===== src/rtl/fp_denorm_shifter.sv =====
// fp_denorm_shifter
// Multicycle right-shift aligner: takes a 24-bit fraction and a 5-bit shift
// amount and produces a 27-bit value with guard/round/sticky positions,
// applying one binary stage (16, 8, 4, 2, 1) per clock.
//
// Optional feature macro: DENORM_STICKY_EN
//   defined   -> bit 0 accumulates the OR of every bit shifted out past it
//   undefined -> each stage is a plain logical right shift
// Latency, handshake and state behaviour are identical in both builds.
module fp_denorm_shifter (
    input  logic        clk,
    input  logic        rst,
    input  logic        in_valid,
    output logic        in_ready,
    input  logic [23:0] a,
    input  logic [4:0]  shamt,
    output logic        out_valid,
    input  logic        out_ready,
    output logic [26:0] b,
    output logic        out_zero
);

    typedef enum logic [1:0] {
        IDLE  = 2'd0,
        SHIFT = 2'd1,
        DONE  = 2'd2
    } state_t;

    localparam logic [2:0] K_FIRST = 3'd4;

    state_t      state_reg, state_next;
    logic [26:0] r_reg, r_next;
    logic [4:0]  sh_reg, sh_next;
    logic [2:0]  k_reg, k_next;
    logic [26:0] b_reg, b_next;
    logic        out_zero_reg, out_zero_next;

    // Candidate result of every stage; the active one is chosen by k_reg.
    logic [4:0][26:0] stage_res;

    logic accept;
    logic last_step;
    logic handoff;

    genvar gi;
    generate
        for (gi = 0; gi < 5; gi++) begin : g_stage
            localparam int S = 1 << gi;
            logic [26:0] shifted;
            assign shifted = r_reg >> S;
`ifdef DENORM_STICKY_EN
            // The old r[0] is inside r[S-1:0], so an earlier sticky survives.
            assign stage_res[gi] = {shifted[26:1], shifted[0] | (|r_reg[S-1:0])};
`else
            assign stage_res[gi] = shifted;
`endif
        end
    endgenerate

    assign accept    = (state_reg == IDLE) && in_valid;
    assign last_step = (state_reg == SHIFT) && (k_reg == 3'd0);
    assign handoff   = (state_reg == DONE) && out_ready;

    // State register with synchronous reset taking priority over everything.
    always_ff @(posedge clk) begin
        if (rst) begin
            state_reg <= IDLE;
        end else begin
            state_reg <= state_next;
        end
    end

    // Next-state logic.
    always_comb begin
        state_next = state_reg;
        case (state_reg)
            IDLE:    if (accept)    state_next = SHIFT;
            SHIFT:   if (last_step) state_next = DONE;
            DONE:    if (handoff)   state_next = IDLE;
            default: state_next = IDLE;
        endcase
    end

    // Handshake outputs are pure functions of the state.
    always_comb begin
        in_ready  = 1'b0;
        out_valid = 1'b0;
        case (state_reg)
            IDLE:    in_ready  = 1'b1;
            DONE:    out_valid = 1'b1;
            default: ;
        endcase
    end

    // Datapath next values: load on accept, one stage per SHIFT cycle,
    // and capture the result only on the step that enters DONE.
    always_comb begin
        r_next        = r_reg;
        sh_next       = sh_reg;
        k_next        = k_reg;
        b_next        = b_reg;
        out_zero_next = out_zero_reg;
        case (state_reg)
            IDLE: begin
                if (accept) begin
                    r_next  = {a, 3'b000};
                    sh_next = shamt;
                    k_next  = K_FIRST;
                end
            end
            SHIFT: begin
                if (sh_reg[k_reg]) begin
                    r_next = stage_res[k_reg];
                end
                if (last_step) begin
                    // Park the counter at its start value rather than wrapping.
                    k_next        = K_FIRST;
                    b_next        = r_next;
                    out_zero_next = (r_next == 27'd0);
                end else begin
                    k_next = k_reg - 3'd1;
                end
            end
            default: ;
        endcase
    end

    // Datapath registers.
    always_ff @(posedge clk) begin
        if (rst) begin
            r_reg        <= 27'd0;
            sh_reg       <= 5'd0;
            k_reg        <= K_FIRST;
            b_reg        <= 27'd0;
            out_zero_reg <= 1'b0;
        end else begin
            r_reg        <= r_next;
            sh_reg       <= sh_next;
            k_reg        <= k_next;
            b_reg        <= b_next;
            out_zero_reg <= out_zero_next;
        end
    end

    assign b        = b_reg;
    assign out_zero = out_zero_reg;

endmodule


===== config.mk =====
export PLATFORM = sky130hd
export DESIGN_NAME = fp_denorm_shifter
export DESIGN_NICKNAME = d
export VERILOG_FILES = /design/src/rtl/fp_denorm_shifter.sv
export SDC_FILE = /design/constraint.sdc
export NUM_CORES = 1
export LEC_CHECK = 0
export BUFFER_PORTS_ARGS = -buffer_cell sky130_fd_sc_hd__buf_2
export CAP_MARGIN = 20
export CORE_MARGIN = 4
export CORE_UTILIZATION = 58
export DETAILED_ROUTE_END_ITERATION = 12
export GPL_ROUTABILITY_DRIVEN = 0
export HOLD_SLACK_MARGIN = 0.15
export PLACE_DENSITY = 0.9
export SLEW_MARGIN = 15
export SYNTH_ARGS = -nofsm -noshare
export SYNTH_HDL_FRONTEND = slang
export SYNTH_SLANG_ARGS = --single-unit

===== constraint.sdc =====
create_clock -name clk -period 4.4 [get_ports clk]
set_input_delay 0.44 -clock clk [delete_from_list [all_inputs] [get_ports clk]]
set_output_delay 0.44 -clock clk [all_outputs]
set_load 0.02 [all_outputs]

==> impl.org, run 1 <==
** Critical path
- Data on the critical path is required at its endpoint by 4.70 ns.
- The worst register-to-register path has a depth of 6.
- Register-to-register setup slack :: 1.40 ns
- WS Path Type :: reg2reg
- Among all stages on the critical path, the largest delay is contributed by nand2_1.
- On the worst path, the slowest cell contributes a delay of 0.78 ns.
- Worst reg2reg endpoint :: out_zero$_SDFFE_PP0P_
- The worst setup path is launched from a flop.
- Maximum fanout along the worst path :: 27
- List of cells traversed by the critical path :: clkinv_1 -> nand2_1 -> o21ai_0 -> a2111oi_2 -> nand4_1 -> o21ai_1
- Setup crit end kind :: flop
- Data on the critical path arrives at its endpoint at 3.30 ns.
- The startpoint identified for the worst register-to-register timing path is k_reg[2]$_SDFFE_PP1P_.

** STA
- Final worst setup slack :: 1.396 ns
- The count of endpoints failing hold in the final timing report came to 0.
- For the pin with the worst max-slew slack, the measured transition is 0.9695 ns.
- Clock tree skew after final layout :: 0.009898 ns
- Summed over all failing endpoints, the final setup total negative slack is 0 ns.
- Share of the clock period used by the worst path :: 68.26%
- Headroom to the max-slew limit came out at 35.19%.
- Worst hold slack across all endpoints :: 0.3170 ns
- The max-slew violation total from the final report was 0.
- The worst path in the final design needs a cycle of 3.004 ns, including I/O delays and setup.
- Setup repair after global routing left no endpoint under its margin.
- Setup violations remaining at the end of the flow were counted as 0.
- Achievable Freq :: 332.9 MHz

** CTS
- Clock-pin transition on the worst setup and hold timing paths :: 0.08 ns
- Hold buffer count at CTS :: 0
- Clock tree buffer depth :: 2
- Clock Sink Count :: 65
- Number of clock buffers inserted by TritonCTS :: 9
- At the later pin of the worst-skew pair, clock insertion delay measures 0.37 ns.
- Post-cts resize count :: 0
- H-tree depth :: 3
- CTS Root Buffer Type :: clkbuf_8
- Total setup buffers inserted after CTS :: 0
- TritonCTS clock tree :: yes

** Drt
- First-pass iteration count of the detailed router :: 7
- In the routed design, unresolved DRC markers number 0.
- The count of nets left with antenna violations once routing finished came out at 0.
- The detailed router placed 3,847 vias in this run.
- Number of design-rule violations left by the first detailed-router iteration :: 675
- Using the TritonRoute via totals, the vias-per-cell ratio works out to 6.702.
- After detailed routing, the average wire length per cell comes to 18.94 um.
- Final WL :: 10,870 um

** Power
- Ratio of total power to cell area :: 356.2 mW/mm2
- Leakage :: 1.612 nW
- Across the VDD grid, the largest voltage drop is 266.1 uV.

** Synthesis
- Synthesis produced a netlist with a net count of 485.
- For this run, asynchronously set or reset flops after synthesis account for 0%.
- Post-Syn Area :: 0.003754 mm2
- The synthesized design contains 0 enable-type register cells.
- Each instance of the synthesized netlist takes up on average 8.341 um2.
- Sequential elements use 34.67% of the synthesized area.
- Number of warnings issued by yosys :: 0
- Most instantiated flip-flop cell in the synthesis netlist :: dfxtp_1
- Seq cells post-synth :: 65
- Number of instances in the synthesized netlist :: 450
- Unique cell type count in the Yosys netlist :: 49

** Min path
- Worst hold path depth :: 3
- Critical hold path startpoint :: shamt[0]
- The worst hold path belongs to the class in2reg.
- Hold path endpoint :: sh_reg[0]$_SDFFE_PP0P_

** Global routing
- Vias in the first global route :: 3,566
- In the global route stage, met2 resource usage came out at 46.30%.
- The first global-routing pass estimated 17,370 um of wire.
- Met1 capacity usage during global routing :: 35.71%
- Overall Global Routing Usage :: 28.77%
- met2 is the most crowded layer.
- The total overflow left after global routing is 0.
- Entering global routing, the biggest net connects 67 pins.
- Initial antenna violation count :: 0
- For this run, global-route usage on met3 was measured as 6.983%.

** Place
- Pre-CTS WS :: 1.598 ns
- Quantity of I/O buffers inserted on ports :: 62
- Dpl cells :: 557
- Detailed placement ended at an HPWL of 7272 um.

** Run status
- The flow ran to the end, and the final reports show no timing, DRC or antenna violations.

** Floorplanning
- Floorplan die width :: 88.45 um
- Starting Density :: 59.45%
- Site Rows :: 29
- The core region is 0.006314 mm2.
- Number of top-level pins :: 63
- Die area :: 0.007823 mm2
- The floorplan step set the die height to 88.45 um.

** Finish
- For this run, the share of the core covered by cells in the final layout is 67.36%.
- The area growth from synthesis to layout is 13.30%.
- Commonest cells after routing, fill and taps aside :: 65 x dfxtp_1, 63 x nand2_1, 62 x buf_2
- Net count, final :: 527
- Layout fillers :: 498
- Commonest non-fill, non-tap cell in the layout :: dfxtp_1
- Layout cells sized above 1 :: 25.75%
- Number of inserted diodes :: 0
- Layout Cells excl Fill :: 574

** Flow run
- The tool flagged a number of max-cap violations equal to 0.
[kinds of logic (layout without fill, tap and decap cells)]
group           Yosys count  in the layout  synth area share, %
mux                      37             37                14.37
compound gates          135            135                23.90
buf+inv                  42             89                5.300
flops                    65             65                34.67
simple gates            169            169                21.10
fa+ha+maj                 2              2               0.6666
[metrics by stage]
step / area (um2) / power, mW
6_report: 4253 / 1.515
5_1_grt: 4253 / 1.578
4_1_cts: 4233 / 1.503
3_5_place_dp: 4028 / 0.9869
3_3_place_gp: 4028 / 0.9784
2_1_floorplan: 3754 / 0.9075
[synthesized netlist by cell type (2+ instances only)]
library cell	count	share of area, %
nor2_1	43	4.3
a221oi_1	2	0.47
nand2b_1	6	1.0
nand4_1	4	0.67
a31oi_1	9	1.5
ha_1	2	0.67
a21oi_1	48	6.4
clkinv_1	2	0.20
mux2_2	17	5.1
mux4_2	11	6.6
nor4_1	4	0.67
o221ai_1	2	0.47
a22o_1	3	0.70
a211oi_1	13	2.6
nand3b_1	2	0.40
nor3_1	8	1.1
nand2_1	63	6.3
buf_2	6	0.80
a21o_1	2	0.40
clkbuf_1	28	2.8
a31o_2	7	1.6
mux2i_1	7	1.9
and2_1	5	0.83
and3_1	9	1.5
mux2_4	2	0.80
nor2b_1	11	1.8
buf_6	4	1.2
a22oi_1	29	5.8
nand3_1	8	1.1
dfxtp_1	65	35
o21ai_0	10	1.3
[layer usage]
layer	wire length, um	up-vias
met5	0	-
met4	507	0
met3	1229	71
met2	5136	290
met1	3999	1744
li1	-	1742
[worst max-delay path, delay by kind of cell (launching register included)]
family	cells	cell delay [ns]
buffers and inverters	1	0.71
flip-flops	1	0.57
AND/OR/NAND/NOR	2	0.90
AO/OA/AOI/OAI	3	0.76
[worst max path at each step]
stage	startpoint	to	slack, ns	cells after the start
floorplan	k_reg[1]$_SDFFE_PP0P_	out_zero$_SDFFE_PP0P_	2.35	8
global placement	k_reg[2]$_SDFFE_PP1P_	out_zero$_SDFFE_PP0P_	1.74	6
detailed placement	k_reg[2]$_SDFFE_PP1P_	out_zero$_SDFFE_PP0P_	1.60	6
CTS	k_reg[2]$_SDFFE_PP1P_	out_zero$_SDFFE_PP0P_	1.54	6
global route	k_reg[2]$_SDFFE_PP1P_	out_zero$_SDFFE_PP0P_	1.13	6
finish	k_reg[2]$_SDFFE_PP1P_	out_zero$_SDFFE_PP0P_	1.40	6
[cell type report]
cell class,count,area (um2),area share (%)
sequential,65,1301,30.60
clock buffer,10,137.6,3.236
inverter,3,11.26,0.2648
multi-input combinational,343,2256,53.04
clock inverter,6,67.56,1.589
timing repair buffer,70,382.9,9.003
tap,77,96.34,2.265
[report_power, final]
group	internal (mW)	leakage, nW	switching [mW]	total (mW)
Combinational	0.137	0.984	0.190	0.327
Sequential	0.617	0.529	0.0474	0.665
Clock	0.277	0.0985	0.246	0.523
No activity file was read; power rests on OpenSTA's default activity.
==> inputs of run 2 (changes only) <==
--- a/config.mk
+++ b/config.mk
@@ -8,11 +8,11 @@
 export BUFFER_PORTS_ARGS = -buffer_cell sky130_fd_sc_hd__buf_2
 export CAP_MARGIN = 20
 export CORE_MARGIN = 4
-export CORE_UTILIZATION = 58
+export CORE_UTILIZATION = 57
 export DETAILED_ROUTE_END_ITERATION = 12
 export GPL_ROUTABILITY_DRIVEN = 0
 export HOLD_SLACK_MARGIN = 0.15
-export PLACE_DENSITY = 0.9
+export PLACE_DENSITY = 0.89
 export SLEW_MARGIN = 15
 export SYNTH_ARGS = -nofsm -noshare
 export SYNTH_HDL_FRONTEND = slang
==> constraint.sdc (replaced) <==
create_clock -name clk -period 2.85 [get_ports clk]
set_input_delay 0.285 -clock clk [delete_from_list [all_inputs] [get_ports clk]]
set_output_delay 0.285 -clock clk [all_outputs]
set_load 0.02 [all_outputs]
==> impl.org, run 2 (same netlist as run 1, synthesis figures left out) <==
** Floorplanning
- Starting Density :: 58.78% (-0.68 points)
- Vert. Die Dim :: 89.15 um (+0.80%)
- The die area is 0.007948 mm2 (+1.6%).
- Floorplan Core Area :: 0.006386 mm2 (+1.1%)
- Site Rows :: 29 (unchanged)
- The width of the die came to 89.15 um (+0.80%).
- The number of top-level pins was 63 (unchanged).

** Critical path
- The worst setup path is launched from a flop.
- The required time at the endpoint of the critical path was 3.14 ns (-1.56 ns).
- Setup crit end kind :: flop
- The setup path with the least slack is of type reg2reg.
- The critical-path maximum fanout is 26 (-3.7%).
- Crit Reg-Reg Startpoint :: k_reg[0]$_SDFFE_PP0P_
- Worst EP arrival :: 2.80 ns (-0.50 ns)
- Crit path launch :: k_reg[0]$_SDFFE_PP0P_

** Drt
- Detailed-route via count :: 3,890 (+1.1%)
- Count of nets left with antenna violations after detail routing :: 0 (unchanged)
- The average detailed-routed wire length per instance was 18.76 um (-0.96%).
- The violation count after the first detailed-routing iteration is 523 (-23%).
- The total iterations of the first detailed-routing run came to 5 (-2).
- The overall routed net length is 10,960 um (+0.76%).
- The average via count per standard cell came to 6.661 (-0.61%).
- The post-route DRC violation count came to 0 (unchanged).

** Place
- The number of input and output port buffers inserted is 62 (unchanged).
- Dpl cells :: 568 (+2.0%)
- HPWL Detailed :: 7538 um (+3.7%)

** Finish
- Layout cells sized above 1 :: 27.22% (+1.5 points)
- The number of diodes added for antenna fixing came to 0 (unchanged).
- The total area of sequential cells was 0.001301 mm2 (unchanged).
- Leaving out fill and tap cells, the most frequent cell in the layout is dfxtp_1.
- In the layout the commonest cells are 65 x dfxtp_1, 63 x nand2_1, 62 x buf_2.
- The number of nets at the end of the flow is 537 (+1.9%).
- Synth-to-Final Area Change :: 17.17%
- Layout fillers :: 517 (+3.8%)
- The post-layout instance count excluding filler cells is 584 (+1.7%).
- Footprint of the multi-input gates :: 0.002256 mm2 (unchanged)

** Global routing
- The pin count of the biggest net entering global routing was 40 (-40%).
- The global router's overall resource usage came to 28.97% (+0.20 points).
- The global-route wire length before repair was 17,680 um (+1.8%).
- Initial antenna violation count :: 0 (unchanged)
- Vias in the first global route :: 3,577 (+0.31%)
- The total global routing overflow was 0 (unchanged).

** CTS
- Hold buffer count at CTS :: 0 (unchanged)
- Post-cts resize count :: 0 (unchanged)
- Clock-pin transition on the worst setup and hold timing paths :: 0.08 ns (about the same)
- The clock latency of the later-clocked register in the worst-skew pair is 0.35 ns (-0.02 ns).
- Clock Sink Count :: 65 (unchanged)
- The H-tree depth reported by CTS came to 3 (unchanged).
- The maximum buffer depth of the clock tree was 2 (unchanged).
- The number of clock buffers inserted by TritonCTS came to 9 (unchanged).
- The number of buffers inserted by post-CTS setup repair was 0 (unchanged).
- TritonCTS clock tree :: yes
- CTS Root Buffer Type :: clkbuf_8

** Power
- The fraction of power spent switching nets is 28.46% (-3.4 points).
- The power per unit of standard cell area is 596.5 mW/mm2 (+67%).
- The worst IR drop on VDD came to 391.5 uV (+47%).
- Sw Pwr :: 746.7 uW (+55%)
- Clock power frac :: 41.1% (+6.6 points)
- Cell Int Power :: 1.877 mW (+82%)
- The register share of total power was 39.2% (-4.7 points).
- The proportion of power drawn by combinational gates was 19.8% (-1.8 points).
- The total leakage power is 1.697 nW (+5.3%).

** STA
- The number of failing setup endpoints in the final timing report is 0 (unchanged).
- Setup repair after global routing missed its margin :: no
- Transition time at the pin with the least slew margin :: 0.6761 ns (-0.2934 ns)
- Share of the clock period used by the worst path :: 88.13% (+20 points)
- The max-slew violation total from the final report is 0 (unchanged).
- Relative max-transition margin :: 54.93% (+20 points)
- Tmin final :: 2.512 ns (-0.4918 ns)
- The setup TNS after final layout was 0 ns (unchanged).
- The worst clock skew is 0.01211 ns (+0.002217 ns).
- The count of endpoints failing hold in the final timing report came to 0 (unchanged).
- Achievable Freq :: 398.1 MHz (+20%)

** Min path
- Worst hold path type :: in2reg
- Critical hold path startpoint :: shamt[1]

** Flow run
- Maximum capacitance violations :: 0 (unchanged)

** Run status
- The flow ran to the end, and the final reports show no timing, DRC or antenna violations.
## run 2: cell count changes in the layout (fill, tap and decap cells not counted), sizes merged
cell,previous run,this run
buf,70,80
bufinv,1,4
clkinv,5,3
clkinvlp,2,0
inv,1,2
## run 2: cell type report
| class | instances | area share, % |
|---|---|---|
| flip-flops and latches | 65 | 29.59 |
| clock buffers | 10 | 3.129 |
| well taps | 77 | 2.191 |
| repair buffers | 80 | 10.41 |
| multi-input cells | 343 | 51.29 |
| inverters | 3 | 0.2560 |
| clock inverters | 6 | 3.129 |
## run 2: critical path: stages (launching register included)
cell	delay (ns)
dfxtp_1	0.54
buf_12	0.24
mux4_2	0.53
and3_1	0.19
a31o_2	0.24
nor4_1	0.33
nand4_1	0.20
o21ai_1	0.18
## run 2: path summary, 6_finish.rpt
kind	endpoint	slack (ns)	depth (start not counted)
worst min-delay path	sh_reg[1]$_SDFFE_PP0P_	0.17	3
worst max-delay path	out_zero$_SDFFE_PP0P_	0.34	7
worst min register to register	b[1]$_SDFFE_PP0P_	0.45	2
worst max register to register	out_zero$_SDFFE_PP0P_	0.34	7
## run 2: metrics by stage
step	cell area (um2)	hold slack [ns]	setup slack (ns)	power (mW)	util, %
floorplan	3754	0.3887	0.8039	1.401	-
global placement	4123	0.4408	0.5457	1.527	64.56
detailed placement	4123	0.4431	0.4583	1.545	64.56
CTS	4398	0.1540	0.3913	2.617	68.87
global route	4398	0.1591	0.1258	2.721	68.87
finish	4398	0.1697	0.3382	2.623	68.87
## run 2: metal layers
layer	up-vias	wire, um	global-route usage [%]
met5	-	0	0
met4	0	484	12.86
met3	60	1277	8.018
met2	283	4989	44.94
met1	1795	4203	37.70
li1	1752	-	-
## run 2: power by group through the flow
stage,logic [mW],registers (mW),clock network [mW]
CTS,0.507,1.02,1.09
global route,0.564,1.03,1.13
finish,0.518,1.03,1.08
global placement,0.490,1.04,0
floorplan,0.381,1.02,0
detailed placement,0.504,1.04,0
